<file path="src/rtl/score_keeper.sv">
// Game-statistics engine: score with combo multiplier, level/speed progression and lives.
// Define SCORE_KEEPER_LIVES_EN to track lives and allow the OVER state.
module score_keeper #(
   parameter int unsigned POINTS_PER_HIT = 10,
   parameter int unsigned COMBO_PER_MULT = 8,
   parameter int unsigned MAX_MULT       = 4,
   parameter int unsigned HITS_PER_LEVEL = 16,
   parameter int unsigned BASE_SPEED     = 10,
   parameter int unsigned SPEED_STEP     = 5,
   parameter int unsigned MAX_SPEED      = 99,
   parameter int unsigned MAX_LEVEL      = 99,
   parameter int unsigned SCORE_MAX      = 9999,
   parameter int unsigned START_LIVES    = 3
) (
   input  logic        clk_in,
   input  logic        rst_in,
   input  logic        start_in,
   input  logic        pause_in,
   input  logic        hit_in,
   input  logic        miss_in,
   output logic [31:0] score,
   output logic [13:0] speed,
   output logic [13:0] level,
   output logic [13:0] combo,
   output logic [3:0]  lives_out,
   output logic        playing,
   output logic        game_over
);

   typedef enum logic [1:0] {StIdle, StPlay, StPause, StOver} state_e;

   localparam logic [13:0] ComboSat = 14'h3fff;

   state_e      state_q, state_d;
   logic [31:0] score_q, score_d;
   logic [13:0] combo_q, combo_d;
   logic [13:0] level_q, level_d;
   logic [13:0] speed_q, speed_d;
   logic [15:0] lvl_cnt_q, lvl_cnt_d;

   logic [31:0] mult_idx;
   logic [31:0] points;
   logic [32:0] sum;
   logic [31:0] spd_next;
   logic        act;

`ifdef SCORE_KEEPER_LIVES_EN
   logic [3:0] lives_q, lives_d;
`endif

   always_comb begin
      state_d   = state_q;
      score_d   = score_q;
      combo_d   = combo_q;
      level_d   = level_q;
      speed_d   = speed_q;
      lvl_cnt_d = lvl_cnt_q;
`ifdef SCORE_KEEPER_LIVES_EN
      lives_d   = lives_q;
`endif

      // Multiplier uses the combo before this hit's increment.
      mult_idx = 32'(combo_q) / COMBO_PER_MULT;
      if (mult_idx > MAX_MULT - 1) mult_idx = MAX_MULT - 1;
      points   = POINTS_PER_HIT * (mult_idx + 32'd1);
      sum      = {1'b0, score_q} + {1'b0, points};
      spd_next = 32'(speed_q) + SPEED_STEP;

      // Judgements are dropped on the cycle that leaves PLAY for PAUSE.
      act = (state_q == StPlay) && !pause_in;

      unique case (state_q)
         StIdle, StOver: begin
            if (start_in) begin
               state_d   = StPlay;
               score_d   = '0;
               combo_d   = '0;
               lvl_cnt_d = '0;
               level_d   = 14'd1;
               speed_d   = 14'(BASE_SPEED);
`ifdef SCORE_KEEPER_LIVES_EN
               lives_d   = 4'(START_LIVES);
`endif
            end
         end
         StPlay:  if (pause_in) state_d = StPause;
         StPause: if (!pause_in) state_d = StPlay;
         default: state_d = StIdle;
      endcase

      if (act && hit_in) begin
         score_d = (sum > 33'(SCORE_MAX)) ? SCORE_MAX : sum[31:0];
         if (combo_q != ComboSat) combo_d = combo_q + 14'd1;
         if (32'(lvl_cnt_q) + 32'd1 >= HITS_PER_LEVEL) begin
            lvl_cnt_d = '0;
            if (32'(level_q) < MAX_LEVEL) begin
               level_d = level_q + 14'd1;
               speed_d = (spd_next > MAX_SPEED) ? 14'(MAX_SPEED) : spd_next[13:0];
            end
         end else begin
            lvl_cnt_d = lvl_cnt_q + 16'd1;
         end
      end

      // Miss after hit so a simultaneous pair scores first, then clears the combo.
      if (act && miss_in) begin
         combo_d = '0;
`ifdef SCORE_KEEPER_LIVES_EN
         if (lives_q != 4'd0) lives_d = lives_q - 4'd1;
         if (lives_q <= 4'd1) state_d = StOver;
`endif
      end
   end

   always_ff @(posedge clk_in) begin
      if (rst_in) begin
         state_q   <= StIdle;
         score_q   <= '0;
         combo_q   <= '0;
         level_q   <= 14'd1;
         speed_q   <= 14'(BASE_SPEED);
         lvl_cnt_q <= '0;
      end else begin
         state_q   <= state_d;
         score_q   <= score_d;
         combo_q   <= combo_d;
         level_q   <= level_d;
         speed_q   <= speed_d;
         lvl_cnt_q <= lvl_cnt_d;
      end
   end

`ifdef SCORE_KEEPER_LIVES_EN
   always_ff @(posedge clk_in) begin
      if (rst_in) lives_q <= 4'(START_LIVES);
      else        lives_q <= lives_d;
   end

   assign lives_out = lives_q;
   assign game_over = (state_q == StOver);
`else
   assign lives_out = '0;
   assign game_over = 1'b0;
`endif

   assign score   = score_q;
   assign combo   = combo_q;
   assign level   = level_q;
   assign speed   = speed_q;
   assign playing = (state_q == StPlay);

endmodule

</file>
<file path="config.mk">
export PLATFORM = sky130hd
export DESIGN_NAME = score_keeper
export DESIGN_NICKNAME = d
export VERILOG_FILES = /design/src/rtl/score_keeper.sv
export SDC_FILE = /design/constraint.sdc
export NUM_CORES = 1
export LEC_CHECK = 0
export CAP_MARGIN = 20
export CORE_MARGIN = 2
export CORE_UTILIZATION = 45
export DETAILED_ROUTE_END_ITERATION = 8
export GPL_ROUTABILITY_DRIVEN = 0
export PLACE_DENSITY = 0.66
export SYNTH_ARGS = -nofsm -noshare
export SYNTH_HDL_FRONTEND = slang
export SYNTH_SLANG_ARGS = --single-unit
</file>
<file path="constraint.sdc">
create_clock -name clk_in -period 6.2 [get_ports clk_in]
set_input_delay 0.93 -clock clk_in [delete_from_list [all_inputs] [get_ports clk_in]]
set_output_delay 0.93 -clock clk_in [all_outputs]
set_load 0.005 [all_outputs]
</file>
==> summary.md <==
| Metric | Value |
|---|---|
| Slowest cell on the critical path | nor4_4 |
| CTS tree | done |
| # setup viols final | 0 |
| PortBufs | 80 |
| HP Class | reg2reg |
| Vias in the first global route | 5119 |
| Post-CTS setup buffers | 0 |
| Crit Path Max Fanout | 14 |
| Cell count along the critical path | 19 |
| Worst Path Required | 6.38 ns |
| Hpwl dp | 10630 um |
| YS warnings | 0 |
| Commonest non-fill, non-tap cells in the layout | 92 x dfxtp_1, 80 x clkdlybuf4s50_1, 57 x a21oi_1, 56 x nand2_1, 56 x and3_1 |
| P_sw | 0.0004595 W |
| Met2 GRT Util | 33.13% |
| Pwr/cell area | 210.6 mW/mm2 |
| Sequential share of the synthesized area | 31.29% |
| CTS Buf Count | 9 |
| Clock power share | 36.2% |
| Cells along the critical path | nor4_1, nand3_1, or2_2, ha_1, ha_1, ha_1, inv_1, fa_1, inv_1, ha_1, a21o_1, a21oi_1, a21oi_1, a211oi_1, mux2i_1, o211ai_1, or4_4, nor4_4, a41oi_1 |
| Tightest Pin Transition | 0.7865 ns |
| Max-cap violations | 0 |
| DRT antenna net count | 0 |
| Cell Count, Final, Fillers Out | 978 |
| Dpl cells | 963 |
| Number of detailed-route iterations in the first pass | 5 |
| Via-to-Cell Ratio | 5.680 |
| Antenna cells | 0 |
| Ys async rst share | 0% |
| Max Root-Sink Buffers | 2 |
| Reg clk slew, reported paths | 0.06 ns |
| Comb power frac | 22.8% |
| Crit path largest cell delay | 0.72 ns |
| Worst EP arrival | 5.83 ns |
| Commonest non-fill, non-tap cell in the layout | dfxtp_1 |
| Max-slew headroom | 47.17% |
| Startpoint type of the worst setup path | flop |
| Core area | 0.01267 mm2 |
| Setup TNS | 0 ns |
| Max H-tree Level | 3 |
| Clk Latency, worst-skew pair | 0.35 ns |
| Peak supply drop | 0.1143 mV |
| First-pass GRT wire length | 24770 um |
| Period minus WS final | 5.646 ns |
| Period utilisation layout | 91.07% |
| Flop pwr share | 41.0% |
| Antenna violations before repair | 0 |
| DRC errors left | 0 |
| WL per Instance | 15.01 um |
| Total number of vias | 5555 |
| Initial Util | 46.45% |
| Switching fraction of total power | 30.73% |
| CTS root buffer | clkbuf_16 |
| Mean Syn Cell Area | 8.074 um2 |
| Internal power | 0.001036 W |
| Most used cell along the critical path | ha_1 |
| Kind of cell adding the most delay to the critical path | simple AND/OR/NAND/NOR gates |
| WHS Path Cells | 1 |
| GR Layer Usage met3 | 3.813% |
| Netlist cell types | 71 |
| Cell Rows | 41 |
| Top Usage Layer GRT | met2 |
| Nets@finish | 855 |
| Final Hold Vio Count | 0 |
| Die Ht | 118.4 um |
| Gr ovfl total | 0 |
| Unrepaired setup endpoints after global routing | false |
| Iteration-0 DRC Markers | 403 |
| Clk sinks | 92 |
| Critical path type | reg2reg |
| Hold slack | 0.4804 ns |
| Die width | 118.4 um |
| Detailed-route wire length | 14680 um |
| Yosys reg bits | 92 |
| PostCTS Resize Cnt | 0 |
| Met1 Use GR | 29.26% |
| Largest net degree at the start of global routing | 51 |
| Post-Synthesis Cells | 729 |
| Post-synth EDFFs | 0 |
| Fin. max-slew vios | 0 |
| Max frequency | 177.1 MHz |
| Mapped Area | 0.005886 mm2 |
| R2R depth | 19 |
| Post-CTS Hold Buffers | 0 |
| Buf/Inv on CP | 2 |
| Post-synth top flop | dfxtp_1 |
| LEAKAGE | 2.966 nW |
| Die ar. | 0.01401 mm2 |
| Area grow syn2layout | 20.66% |
| Outcome | finished clean |
| Share of cells above drive strength 1 | 5.087% |
| Clock skew | 0.005554 ns |
| Total GRT Usage | 21.02% |
| Setup crit end kind | flop |
| IO Pins | 86 |
## path summary, 6_finish.rpt
kind                      start       endpoint  slack [ns]
hold reg to reg   lvl_cnt_q[15]  lvl_cnt_q[15]        0.48
setup reg to reg      combo[11]       score[3]        0.55
setup / recovery      combo[11]       score[3]        0.55
hold / removal    lvl_cnt_q[15]  lvl_cnt_q[15]        0.48
## area by class of cell
type / instances / area (um2)
fillers: 1189 / 5569
multi-input cells: 590 / 3830
flip-flops and latches: 92 / 1842
repair buffers: 86 / 845.8
clock buffers: 10 / 229.0
well taps: 172 / 215.2
inverters: 23 / 86.33
clock inverters: 5 / 53.80
## synthesized netlist by cell type, types with 5 or more instances
cell       n  area share [%]
a211oi_1   6            0.77
a21o_1    18             2.3
a21oi_1   57             4.8
a31o_1     6            0.89
a31oi_1    8            0.85
a41oi_1    5            0.74
and2_1     8            0.85
and3_1    56             6.0
buf_2      7            0.60
buf_4      6            0.77
clkbuf_1  30             1.9
dfxtp_1   92              31
ha_1      45             9.6
inv_1     23             1.5
nand2_1   56             3.6
nand2b_1   9            0.96
nand3_1   30             2.6
nand4_1   15             1.6
nor2_1    54             3.4
nor2b_1    7            0.74
nor3_1    12             1.0
nor3b_1   10             1.3
nor4_1     7            0.74
o21ai_0   44             3.7
or2_2      8            0.85
xnor2_1   16             2.4
xor2_1    12             1.8
## registers in the layout, indices dropped and copies added (netlist names)
signal and flops:
score 32, lvl_cnt_q 16, combo 14, level 14
speed 14, state_q 2
## cells by family after synthesis
| family | count (synthesis) | synth area share, % |
|---|---|---|
| buffers and inverters | 69 | 5.187 |
| AO/OA/AOI/OAI | 190 | 20.73 |
| XOR/XNOR | 28 | 4.167 |
| multiplexers | 4 | 0.6803 |
| other | 1 | 0.06371 |
| flip-flops | 92 | 31.29 |
| AND/OR/NAND/NOR | 298 | 27.64 |
| adder cells (fa/ha/maj) | 47 | 10.25 |
## power groups by stage
stage                     combinational (W)  clock [W]  sequential (W)
after CTS                          0.000332   0.000558        0.000613
after global routing               0.000381   0.000576        0.000615
after floorplan                    0.000252          0        0.000623
after global placement             0.000326          0        0.000626
final                              0.000341   0.000541        0.000613
after detailed placement           0.000330          0        0.000627
## worst reg2reg max path: stages, from the launching register on
cell and delay [ns]:
dfxtp_1 0.35, nor4_1 0.31, nand3_1 0.12, or2_2 0.30, ha_1 0.32, ha_1 0.29
ha_1 0.21, inv_1 0.07, fa_1 0.40, inv_1 0.06, ha_1 0.32, a21o_1 0.23
a21oi_1 0.20, a21oi_1 0.12, a211oi_1 0.42, mux2i_1 0.24, o211ai_1 0.11, or4_4 0.45
nor4_4 0.72, a41oi_1 0.22
## metrics by stage
stage          worst slack (ns)  total power (W)  area (um2)  util (%)
5_1_grt                  0.1212         0.001571        7102     56.05
3_3_place_gp             0.7332        0.0009519        6819     53.82
4_1_cts                  0.5675         0.001503        7102     56.05
2_1_floorplan             1.205        0.0008742        5968         -
3_5_place_dp             0.5785        0.0009563        6819     53.82
6_report                 0.5537         0.001495        7102     56.05
## routing by layer
metal,vias up,part of all wire (%)
li1,2780,-
met1,2595,48
met2,168,46
met3,12,5.6
met4,0,1.0
met5,-,0
Note: power is estimated with default switching activity, not from simulation.
